--- src/rtl/fp16_add_sequencer_if.sv ---
// Handshake and shifter bundle for the fp16 add/subtract sequencer.
// The slave side is the sequencer; the master side is requester plus shifter.
interface fp16_add_sequencer_if #(
    parameter int WIDTH        = 16,
    parameter int AMOUNT_WIDTH = 8
);
    logic                    start_in;
    logic [15:0]             a_in;
    logic [15:0]             b_in;
    logic                    op_in;
    logic                    busy_out;
    logic                    done_out;
    logic [15:0]             result_out;
    logic [WIDTH-1:0]        shift_data_out;
    logic [AMOUNT_WIDTH-1:0] shift_amount_out;
    logic                    shift_dir_out;
    logic [WIDTH-1:0]        shift_data_in;

    modport master (
        output start_in, a_in, b_in, op_in, shift_data_in,
        input  busy_out, done_out, result_out,
        input  shift_data_out, shift_amount_out, shift_dir_out
    );

    modport slave (
        input  start_in, a_in, b_in, op_in, shift_data_in,
        output busy_out, done_out, result_out,
        output shift_data_out, shift_amount_out, shift_dir_out
    );
endinterface

--- src/rtl/fp16_add_sequencer.sv ---
// Multi-cycle binary16 add/subtract controller sharing one external shifter.
// Subnormals flush to zero; rounding is by truncation.
module fp16_add_sequencer #(
    parameter int WIDTH        = 16,
    parameter int AMOUNT_WIDTH = 8
) (
    input logic                clock_in,
    input logic                reset_in,
    fp16_add_sequencer_if.slave bus
);

    typedef enum logic [2:0] {
        IDLE, UNPACK, ALIGN, ADD, NORM, DONE
    } state_t;

    state_t state, state_d;

    logic [15:0] a_q, b_q;
    logic        l_sign, eff_sub;
    logic [4:0]  l_exp, diff;
    logic [15:0] l_sig, m_sig, m_al, sum_q;
    logic [15:0] result_q;

    // unpack decode
    logic [4:0]  ea, eb;
    logic [9:0]  fa, fb;
    logic        sa, sb;
    logic        a_z, b_z, a_i, b_i, a_n, b_n;
    logic        a_ge;
    logic        spec_hit;
    logic [15:0] spec_res;

    // add / normalize
    logic [15:0]       sum_d;
    logic [3:0]        lzc;
    logic signed [6:0] exp_n;
    logic [15:0]       norm_res;
    logic [15:0]       res_d;

    assign ea = a_q[14:10];
    assign eb = b_q[14:10];
    assign fa = a_q[9:0];
    assign fb = b_q[9:0];
    assign sa = a_q[15];
    assign sb = b_q[15];

    assign a_z  = (ea == 5'd0);
    assign b_z  = (eb == 5'd0);
    assign a_i  = (&ea) && (fa == 10'd0);
    assign b_i  = (&eb) && (fb == 10'd0);
    assign a_n  = (&ea) && (fa != 10'd0);
    assign b_n  = (&eb) && (fb != 10'd0);
    assign a_ge = (a_q[14:0] >= b_q[14:0]);

    always_comb begin
        spec_hit = 1'b1;
        spec_res = 16'h0000;
        if (a_n || b_n)
            spec_res = 16'h7E00;
        else if (a_i && b_i)
            spec_res = (sa != sb) ? 16'h7E00 : a_q;
        else if (a_i)
            spec_res = a_q;
        else if (b_i)
            spec_res = b_q;
        else if (a_z && b_z)
            spec_res = 16'h0000;
        else if (a_z)
            spec_res = b_q;
        else if (b_z)
            spec_res = a_q;
        else
            spec_hit = 1'b0;
    end

    assign sum_d = eff_sub ? (l_sig - m_al) : (l_sig + m_al);

    // distance from the top set bit up to the bit-13 hidden position
    always_comb begin
        lzc = 4'd0;
        for (int i = 0; i < 14; i++)
            if (sum_q[i])
                lzc = 4'(13 - i);
    end

    always_comb begin
        if (sum_q[14])
            exp_n = 7'(l_exp) + 7'sd1;
        else
            exp_n = 7'(l_exp) - 7'(lzc);
        if (exp_n >= 7'sd31)
            norm_res = {l_sign, 5'h1F, 10'h000};
        else if (exp_n <= 7'sd0)
            norm_res = 16'h0000;
        else
            norm_res = {l_sign, exp_n[4:0],
                        bus.shift_data_in[12:3]};
    end

    always_comb begin
        state_d = state;
        res_d   = result_q;
        unique case (state)
            IDLE:   if (bus.start_in) state_d = UNPACK;
            UNPACK: begin
                if (spec_hit) begin
                    state_d = DONE;
                    res_d   = spec_res;
                end else begin
                    state_d = ALIGN;
                end
            end
            ALIGN:  state_d = ADD;
            ADD: begin
                if (sum_d == 16'd0) begin
                    state_d = DONE;
                    res_d   = 16'h0000;
                end else begin
                    state_d = NORM;
                end
            end
            NORM: begin
                state_d = DONE;
                res_d   = norm_res;
            end
            DONE:   state_d = IDLE;
            default: state_d = IDLE;
        endcase
    end

    always_comb begin
        bus.shift_data_out   = '0;
        bus.shift_amount_out = '0;
        bus.shift_dir_out    = 1'b0;
        unique case (state)
            ALIGN: begin
                bus.shift_data_out   = WIDTH'(m_sig);
                bus.shift_amount_out = AMOUNT_WIDTH'(diff);
                bus.shift_dir_out    = 1'b1;
            end
            NORM: begin
                bus.shift_data_out = WIDTH'(sum_q);
                if (sum_q[14]) begin
                    bus.shift_amount_out = AMOUNT_WIDTH'(1);
                    bus.shift_dir_out    = 1'b1;
                end else begin
                    bus.shift_amount_out = AMOUNT_WIDTH'(lzc);
                end
            end
            default: ;
        endcase
    end

    always_ff @(posedge clock_in or posedge reset_in) begin
        if (reset_in) begin
            state    <= IDLE;
            a_q      <= '0;
            b_q      <= '0;
            l_sign   <= 1'b0;
            eff_sub  <= 1'b0;
            l_exp    <= '0;
            diff     <= '0;
            l_sig    <= '0;
            m_sig    <= '0;
            m_al     <= '0;
            sum_q    <= '0;
            result_q <= '0;
        end else begin
            state <= state_d;
            if (state_d == DONE)
                result_q <= res_d;
            unique case (state)
                IDLE: if (bus.start_in) begin
                    a_q <= bus.a_in;
                    b_q <= {bus.b_in[15] ^ bus.op_in,
                            bus.b_in[14:0]};
                end
                UNPACK: begin
                    eff_sub <= sa ^ sb;
                    if (a_ge) begin
                        l_sign <= sa;
                        l_exp  <= ea;
                        diff   <= ea - eb;
                        l_sig  <= {2'b00, 1'b1, fa, 3'b000};
                        m_sig  <= {2'b00, 1'b1, fb, 3'b000};
                    end else begin
                        l_sign <= sb;
                        l_exp  <= eb;
                        diff   <= eb - ea;
                        l_sig  <= {2'b00, 1'b1, fb, 3'b000};
                        m_sig  <= {2'b00, 1'b1, fa, 3'b000};
                    end
                end
                ALIGN: m_al  <= bus.shift_data_in[15:0];
                ADD:   sum_q <= sum_d;
                default: ;
            endcase
        end
    end

    assign bus.busy_out   = (state != IDLE);
    assign bus.done_out   = (state == DONE);
    assign bus.result_out = result_q;

endmodule

--- src/flat_wrapper.sv ---
// flat-port wrapper written by rule: the top's interface ports become plain ports
module fp16_add_sequencer_flat 
#(
    parameter int WIDTH        = 16,
    parameter int AMOUNT_WIDTH = 8
)
  (clock_in, reset_in, bus_start_in, bus_a_in, bus_b_in, bus_op_in, bus_shift_data_in, bus_busy_out, bus_done_out, bus_result_out, bus_shift_data_out, bus_shift_amount_out, bus_shift_dir_out);
  fp16_add_sequencer_if #(.WIDTH(WIDTH), .AMOUNT_WIDTH(AMOUNT_WIDTH)) bus_i ();
  input logic clock_in;
  input logic reset_in;
  input wire logic [$bits(bus_i.start_in)-1:0] bus_start_in;
  input wire logic [$bits(bus_i.a_in)-1:0] bus_a_in;
  input wire logic [$bits(bus_i.b_in)-1:0] bus_b_in;
  input wire logic [$bits(bus_i.op_in)-1:0] bus_op_in;
  input wire logic [$bits(bus_i.shift_data_in)-1:0] bus_shift_data_in;
  output wire logic [$bits(bus_i.busy_out)-1:0] bus_busy_out;
  output wire logic [$bits(bus_i.done_out)-1:0] bus_done_out;
  output wire logic [$bits(bus_i.result_out)-1:0] bus_result_out;
  output wire logic [$bits(bus_i.shift_data_out)-1:0] bus_shift_data_out;
  output wire logic [$bits(bus_i.shift_amount_out)-1:0] bus_shift_amount_out;
  output wire logic [$bits(bus_i.shift_dir_out)-1:0] bus_shift_dir_out;
  assign bus_i.start_in = bus_start_in;
  assign bus_i.a_in = bus_a_in;
  assign bus_i.b_in = bus_b_in;
  assign bus_i.op_in = bus_op_in;
  assign bus_i.shift_data_in = bus_shift_data_in;
  assign bus_busy_out = bus_i.busy_out;
  assign bus_done_out = bus_i.done_out;
  assign bus_result_out = bus_i.result_out;
  assign bus_shift_data_out = bus_i.shift_data_out;
  assign bus_shift_amount_out = bus_i.shift_amount_out;
  assign bus_shift_dir_out = bus_i.shift_dir_out;
  fp16_add_sequencer #(.WIDTH(WIDTH), .AMOUNT_WIDTH(AMOUNT_WIDTH)) u_core (.clock_in(clock_in), .reset_in(reset_in), .bus(bus_i));
endmodule
--- config.mk ---
export PLATFORM = sky130hd
export DESIGN_NAME = fp16_add_sequencer_flat
export DESIGN_NICKNAME = d
export VERILOG_FILES = /design/src/rtl/fp16_add_sequencer_if.sv /design/src/rtl/fp16_add_sequencer.sv /design/src/flat_wrapper.sv
export SDC_FILE = /design/constraint.sdc
export NUM_CORES = 1
export LEC_CHECK = 0
export BUFFER_PORTS_ARGS = -buffer_cell sky130_fd_sc_hd__buf_4
export CORE_ASPECT_RATIO = 0.5
export CORE_MARGIN = 5
export CORE_UTILIZATION = 37
export CTS_BUF_LIST = sky130_fd_sc_hd__clkbuf_8
export DETAILED_ROUTE_END_ITERATION = 10
export PLACE_DENSITY = 0.61
export REMOVE_ABC_BUFFERS = 1
export SYNTH_ARGS = -nofsm -noshare
export SYNTH_HDL_FRONTEND = slang
export SYNTH_SLANG_ARGS = --single-unit
--- constraint.sdc ---
create_clock -name clock_in -period 3.8 [get_ports clock_in]
set_input_delay 0.38 -clock clock_in [delete_from_list [all_inputs] [get_ports clock_in]]
set_output_delay 0.38 -clock clock_in [all_outputs]
set_load 0.01 [all_outputs]
==> flow_summary.rst, run 1 <==
.. list-table::
   :header-rows: 1

   * - Metric
     - Value
   * - Antenna violations before repair
     - 0
   * - Total overflow reported by the global router
     - 0
   * - Synth-to-Final Area Change
     - 30.20%
   * - TritonCTS clock tree
     - yes
   * - Category of the most critical setup path
     - reg2reg
   * - Setup repair after global routing missed its margin
     - true
   * - GR Util All Layers
     - 19.73%
   * - Detailed-route wire length
     - 23.27 mm
   * - Max-Cap Viols
     - 0
   * - Starting density of the core
     - 38.18%
   * - Port Buf Inserts
     - 91
   * - Met2 capacity usage during global routing
     - 31.14%
   * - CTS Buf Count
     - 17
   * - Worst Max-Slew Pin Slew
     - 646.4 ps
   * - Final hold violation count
     - 0
   * - Synth Register Bits
     - 116
   * - M3 GR Usage
     - 4.156%
   * - Layout cell share with drive strength beyond 1
     - 30.06%
   * - Detail-routed net length per standard cell
     - 17.98 um
   * - Cell Rows
     - 36
   * - Final Critical Period
     - 3895 ps
   * - Count of flip-flops with a built-in enable after synthesis
     - 0
   * - Drc violations
     - 0
   * - Class of the most critical hold timing path
     - in2async
   * - Final net count
     - 1109
   * - Final setup vio count
     - 16
   * - Io pins
     - 95
   * - Die width
     - 212.0 um
   * - Final cell utilization of the core
     - 49.71%
   * - Number of global-route vias before repair
     - 6748
   * - Register-to-register path setup slack
     - -90 ps
   * - Failing checks
     - negative setup slack
   * - Total vias in the final route
     - 6881
   * - Status
     - finished with violations
   * - Number of sinks handled by clock tree synthesis
     - 116
   * - Clk_lat worst skew
     - 450 ps
   * - Buffer type at the clock tree root
     - sky130_fd_sc_hd__clkbuf_8
   * - F_max
     - 256.8 MHz
   * - Core area
     - 0.01977 mm^2
   * - Busiest metal layer after global routing
     - met2
   * - Largest net degree at the start of global routing
     - 65
   * - H-tree depth
     - 4
   * - Cells after Synth
     - 846
   * - Iteration-0 DRC count of the detailed router
     - 469
   * - Global-route track usage on met1
     - 27.61%
   * - Startpoint Class
     - flip-flop
   * - Number of iterations in the first detailed-routing pass
     - 6
   * - Category of the worst setup path capture point
     - flip-flop
   * - Post-Synthesis Cell Area
     - 0.007550 mm^2
   * - N_diodes
     - 0
   * - RePlAce Congestion
     - 0.9131
   * - Slew HR
     - 56.58%
   * - Share of the cycle needed by the critical path after routing
     - 102.5%
   * - Data required time at the worst endpoint
     - 4130 ps
   * - Setup slack of the critical path after layout
     - -94.78 ps
   * - Warnings, synthesis
     - 0
   * - Die area
     - 0.02353 mm^2
   * - Critical path fanouts, max
     - 7
   * - Maximum number of buffers from clock root to sink
     - 2
   * - Predominant post-synthesis flop cell
     - sky130_fd_sc_hd__dfrtp_1
   * - Per-instance average area after synthesis
     - 8.924 um^2
   * - Critical path arrival
     - 4230 ps
   * - Max Transition Viols Final
     - 0
   * - Crit Reg-Reg Startpoint
     - u_core.m_al[6]
   * - Wire length of the first global-routing pass
     - 36.89 mm
   * - Overall die height
     - 111.0 um
   * - Register clock-pin slew on the reported worst setup and hold paths
     - 80 ps
   * - Count of distinct cell types in the synthesized netlist
     - 75
   * - Worst R2R End
     - u_core.bus.result_out[11]
   * - Worst Reg2Reg Path Length in Cells
     - 14
   * - Vias per std cell
     - 5.318
   * - Worst Skew
     - 13.66 ps
   * - Post-synthesis async set-or-reset flop share
     - 100.0%
   * - Placed wire-length estimate after detailed placement
     - 17.61 mm
   * - Number of nets with antenna violations after routing
     - 0
   * - Accumulated negative setup slack
     - -1278 ps
   * - Sequential area share after synthesis
     - 38.45%
[layout by cell type, fill, tap and decap left out, types with 14 or more instances in the layout]
cell type and instances:
sky130_fd_sc_hd__o21ai_0 68, sky130_fd_sc_hd__buf_4 185, sky130_fd_sc_hd__nor3_1 14, sky130_fd_sc_hd__mux2_4 15, sky130_fd_sc_hd__nor2_1 83, sky130_fd_sc_hd__nand2_1 94
sky130_fd_sc_hd__xnor2_1 27, sky130_fd_sc_hd__mux2_2 27, sky130_fd_sc_hd__dfrtp_1 116, sky130_fd_sc_hd__clkbuf_8 20, sky130_fd_sc_hd__a21oi_1 75, sky130_fd_sc_hd__inv_1 40
sky130_fd_sc_hd__mux2i_1 18, sky130_fd_sc_hd__ha_1 38
[worst max-delay path: stages, from the launching register on]
cell and delay, ps:
sky130_fd_sc_hd__dfrtp_1 380, sky130_fd_sc_hd__or4_1 610, sky130_fd_sc_hd__nor2_1 260, sky130_fd_sc_hd__a31oi_4 120, sky130_fd_sc_hd__xnor2_1 140, sky130_fd_sc_hd__ha_1 330, sky130_fd_sc_hd__and2_4 160, sky130_fd_sc_hd__a221o_1 370
sky130_fd_sc_hd__a221oi_2 290, sky130_fd_sc_hd__or3_4 190, sky130_fd_sc_hd__nand4_4 90, sky130_fd_sc_hd__nor3_4 240, sky130_fd_sc_hd__o21ai_4 130, sky130_fd_sc_hd__buf_12 170, sky130_fd_sc_hd__mux2_1 300
[metrics by stage]
step                      instances  setup WS [ps]  hold WS, ps  cell area [um^2]
after floorplan                 804          -1429        441.0              7355
after global placement         1247         -299.4        472.0              9056
after detailed placement       1247         -371.2        469.6              9056
after CTS                      1288         -25.52        32.66              9691
after global routing           1294         -241.1        57.42              9829
final                          1294         -94.78        22.17              9829
[metal layers]
metal  routed length, um  share of wire, %
met4                 363               1.6
met5                   0                 0
met3                1201               5.2
met2               10940                47
met1               10770                46
[how the worst max path moves through the flow]
stage,start,endpoint,slack [ps]
global route,u_core.m_al[6],u_core.bus.result_out[11],-240
detailed placement,u_core.m_al[2],u_core.bus.result_out[13],-370
CTS,u_core.m_al[5],u_core.bus.result_out[10],-30
finish,u_core.m_al[6],u_core.bus.result_out[11],-90
global placement,u_core.m_al[2],u_core.bus.result_out[9],-300
floorplan,u_core.state[2],u_core.bus.result_out[10],-1430
[registers in the layout, summed over array words and instances, names as in the netlist]
register / count
u_core.a_q: 16
u_core.b_q: 16
u_core.l_exp: 5
u_core.l_sign: 1
u_core.bus.result_out: 16
u_core.diff: 5
u_core.eff_sub: 1
u_core.m_sig: 11
u_core.m_al: 16
u_core.l_sig: 10
u_core.sum_q: 16
u_core.state: 3
[kinds of logic after synthesis]
kind of cell	count (synthesis)	synth area share [%]
simple gates	270	16.95
compound gates	235	19.01
flops	116	38.45
buf+inv	84	4.673
mux	62	9.430
fa+ha+maj	42	7.259
xor+xnor	36	4.176
other cells	1	0.04967
[cells in the mapped netlist (5+ instances only)]
cell                       instances  area (um^2)
sky130_fd_sc_hd__dfrtp_1         116         2903
sky130_fd_sc_hd__nand2_1          95        356.6
sky130_fd_sc_hd__nor2_1           85        319.1
sky130_fd_sc_hd__a21oi_1          82        410.4
sky130_fd_sc_hd__o21ai_0          70        350.3
sky130_fd_sc_hd__ha_1             39        488.0
sky130_fd_sc_hd__inv_1            38        142.6
sky130_fd_sc_hd__clkbuf_1         35        131.4
sky130_fd_sc_hd__mux2_2           27        304.0
sky130_fd_sc_hd__xnor2_1          27        236.5
sky130_fd_sc_hd__mux2i_1          19        190.2
sky130_fd_sc_hd__nor3_1           14        70.07
sky130_fd_sc_hd__and3_1           12        75.07
sky130_fd_sc_hd__a31oi_1          10        62.56
sky130_fd_sc_hd__mux2_4           10        150.1
sky130_fd_sc_hd__xor2_1            9        78.83
sky130_fd_sc_hd__a21o_1            8        60.06
sky130_fd_sc_hd__a22o_1            8        70.07
sky130_fd_sc_hd__a22oi_1           8        60.06
sky130_fd_sc_hd__and2_1            7        43.79
sky130_fd_sc_hd__nand4_1           7        43.79
sky130_fd_sc_hd__nor4_1            7        43.79
sky130_fd_sc_hd__o21ai_1           7        35.03
sky130_fd_sc_hd__a221oi_1          6        52.55
sky130_fd_sc_hd__mux2_1            6        67.56
sky130_fd_sc_hd__nand2b_1          6        37.54
sky130_fd_sc_hd__nand3_1           6        30.03
sky130_fd_sc_hd__o21bai_1          5        37.54
sky130_fd_sc_hd__or3_1             5        31.28
[what timing repair did]
| item | in CTS | in global routing |
|---|---|---|
| resized for setup | 22 | 19 |
| buffers inserted | 9 | 6 |
| endpoints found under the setup margin | 16 | 17 |
| cloned | 0 | 1 |
| pin swaps | 23 | 24 |
| hold buffers | 0 | 0 |
[cell type report]
cell class | count | area, um^2
clock buffers | 20 | 275.3
well taps | 266 | 332.8
multi-input cells | 648 | 4497
repair buffers | 192 | 1508
fillers | 1872 | 9945
clock inverters | 12 | 161.4
inverters | 40 | 152.6
flip-flops and latches | 116 | 2903
Power of run 1 is not shown: default switching activity piles up to over one toggle a cycle in this logic, so the estimate is an artifact.
==> run 2, diff against run 1 <==
--- a/config.mk
+++ b/config.mk
@@ -11,7 +11,7 @@
 export CORE_UTILIZATION = 37
 export CTS_BUF_LIST = sky130_fd_sc_hd__clkbuf_8
 export DETAILED_ROUTE_END_ITERATION = 10
-export PLACE_DENSITY = 0.61
+export PLACE_DENSITY = 0.59
 export REMOVE_ABC_BUFFERS = 1
 export SYNTH_ARGS = -nofsm -noshare
 export SYNTH_HDL_FRONTEND = slang
==> constraint.sdc (replaced) <==
create_clock -name clock_in -period 4.6 [get_ports clock_in]
set_input_delay 0.46 -clock clock_in [delete_from_list [all_inputs] [get_ports clock_in]]
set_output_delay 0.46 -clock clock_in [all_outputs]
set_load 0.01 [all_outputs]
==> flow_summary.rst, run 2 (same netlist as run 1, synthesis figures left out) <==
.. list-table::
   :header-rows: 1

   * - Metric
     - Value
   * - Final net count
     - 1027
   * - Final Critical Period
     - 4365 ps
   * - Cell Rows
     - 36
   * - Critical path arrival
     - 4680 ps
   * - Category of the most critical setup path
     - reg2reg
   * - Clk_lat worst skew
     - 430 ps
   * - Number of iterations in the first detailed-routing pass
     - 5
   * - Leading cell type in the layout, fill and taps excluded
     - sky130_fd_sc_hd__dfrtp_1
   * - Overall die height
     - 111.0 um
   * - Total vias in the final route
     - 6512
   * - Starting density of the core
     - 38.18%
   * - Category of the worst setup path capture point
     - flip-flop
   * - Number of nets with antenna violations after routing
     - 0
   * - TritonCTS clock tree
     - yes
   * - Vias per std cell
     - 5.377
   * - Worst R2R End
     - u_core.bus.result_out[10]
   * - Buffer type at the clock tree root
     - sky130_fd_sc_hd__clkbuf_8
   * - Max-Cap Viols
     - 0
   * - Data required time at the worst endpoint
     - 4910 ps
   * - Synth-to-Final Area Change
     - 19.01%
   * - Slew HR
     - 25.34%
   * - Register-to-register path setup slack
     - 240 ps
   * - Hold bufs inserted after CTS
     - 0
   * - Antenna violations before repair
     - 0
   * - F_max
     - 229.1 MHz
   * - Wire length of the first global-routing pass
     - 34.93 mm
   * - Max Transition Viols Final
     - 0
   * - Setup repair after global routing missed its margin
     - false
   * - Final setup vio count
     - 0
   * - Maximum number of buffers from clock root to sink
     - 2
   * - N_diodes
     - 0
   * - GR Util All Layers
     - 18.57%
   * - Largest net degree at the start of global routing
     - 65
   * - H-tree depth
     - 4
   * - Startpoint Class
     - flip-flop
   * - Number of global-route vias before repair
     - 6349
   * - Iteration-0 DRC count of the detailed router
     - 438
   * - M3 GR Usage
     - 4.241%
   * - Die area
     - 0.02353 mm^2
   * - CTS Buf Count
     - 17
   * - Port Buf Inserts
     - 91
   * - Detail-routed net length per standard cell
     - 18.10 um
   * - Global-route track usage on met1
     - 26.88%
   * - Core area
     - 0.01977 mm^2
   * - Worst Max-Slew Pin Slew
     - 1118 ps
   * - Most frequent cells in the layout
     - sky130_fd_sc_hd__dfrtp_1, sky130_fd_sc_hd__buf_4, sky130_fd_sc_hd__nand2_1
   * - Register clock-pin slew on the reported worst setup and hold paths
     - 70 ps
   * - Met2 capacity usage during global routing
     - 28.78%
   * - Layout cell share with drive strength beyond 1
     - 20.95%
   * - Worst Skew
     - 12.14 ps
   * - Share of the cycle needed by the critical path after routing
     - 94.89%
   * - Status
     - completed
   * - Busiest metal layer after global routing
     - met2
   * - Drc violations
     - 0
   * - Accumulated negative setup slack
     - 0 ps
   * - Detailed-route wire length
     - 21.92 mm
   * - Worst Hold Slack
     - 118.7 ps
   * - Worst Reg2Reg Path Length in Cells
     - 15
   * - RePlAce Congestion
     - 0.8445
   * - Die width
     - 212.0 um
   * - Total overflow reported by the global router
     - 0
   * - Final hold violation count
     - 0
   * - Class of the most critical hold timing path
     - in2async
   * - Count of placed standard cells including taps
     - 1179
   * - Crit Reg-Reg Startpoint
     - u_core.m_al[2]
   * - Number of cells in the finished layout apart from fillers
     - 1211
   * - Number of sinks handled by clock tree synthesis
     - 116
   * - Placed wire-length estimate after detailed placement
     - 16.86 mm
   * - Number of filler cells placed in the layout
     - 1967
   * - Critical path fanouts, max
     - 16
   * - Worst setup path startpoint
     - u_core.m_al[2]
   * - Io pins
     - 95
## run 2: area by class of cell
cell class                 instances  area, um^2  area share [%]
multi-input combinational        648        4327           48.15
clock inverter                    13       183.9           2.047
tap                              266       332.8           3.704
sequential                       116        2903           32.31
inverter                          40       152.6           1.699
timing repair buffer             110       838.3           9.330
clock buffer                      18       247.7           2.757
## run 2: routing by layer
layer  wire length (um)  up-vias
met5                  0        -
met4                144        0
met3                885       13
met2              10190      135
met1              10700     3194
li1                   -     3170
## run 2: critical path: stages, from the launching register on
cell and delay, ps:
sky130_fd_sc_hd__dfrtp_1 480, sky130_fd_sc_hd__or3_1 440, sky130_fd_sc_hd__nor3b_2 360, sky130_fd_sc_hd__a21oi_1 140, sky130_fd_sc_hd__xnor2_1 140, sky130_fd_sc_hd__ha_1 290
sky130_fd_sc_hd__a21oi_1 280, sky130_fd_sc_hd__o21ai_0 190, sky130_fd_sc_hd__a221o_1 340, sky130_fd_sc_hd__a221oi_1 350, sky130_fd_sc_hd__or3_1 200, sky130_fd_sc_hd__nand4_2 120
sky130_fd_sc_hd__nor3_4 330, sky130_fd_sc_hd__o21ai_4 100, sky130_fd_sc_hd__buf_12 170, sky130_fd_sc_hd__mux2_1 310
## run 2: worst max-delay path by stage
stage                                      endpoint  cells after the start  slack [ps]
after floorplan           u_core.bus.result_out[10]                      5        -630
after global placement     u_core.bus.result_out[9]                     14         210
after detailed placement  u_core.bus.result_out[14]                     14         190
after CTS                 u_core.bus.result_out[10]                     14         150
after global routing       u_core.bus.result_out[9]                     15           5
final                     u_core.bus.result_out[10]                     15         240
## run 2: metrics by stage
stage / setup slack [ps] / area, um^2 / util [%]
floorplan: -628.8 / 7355 / -
global placement: 211.6 / 8533 / 43.15
detailed placement: 190.9 / 8533 / 43.15
CTS: 146.2 / 8965 / 45.34
global route: 4.538 / 8985 / 45.44
finish: 235.0 / 8985 / 45.44
## run 2: timing repair
item                       4_1_cts  5_1_grt
setup buffers                    0        1
resized for setup                0        0
setup endpoints to repair        0       16
Power of run 2 is left out for the same reason.
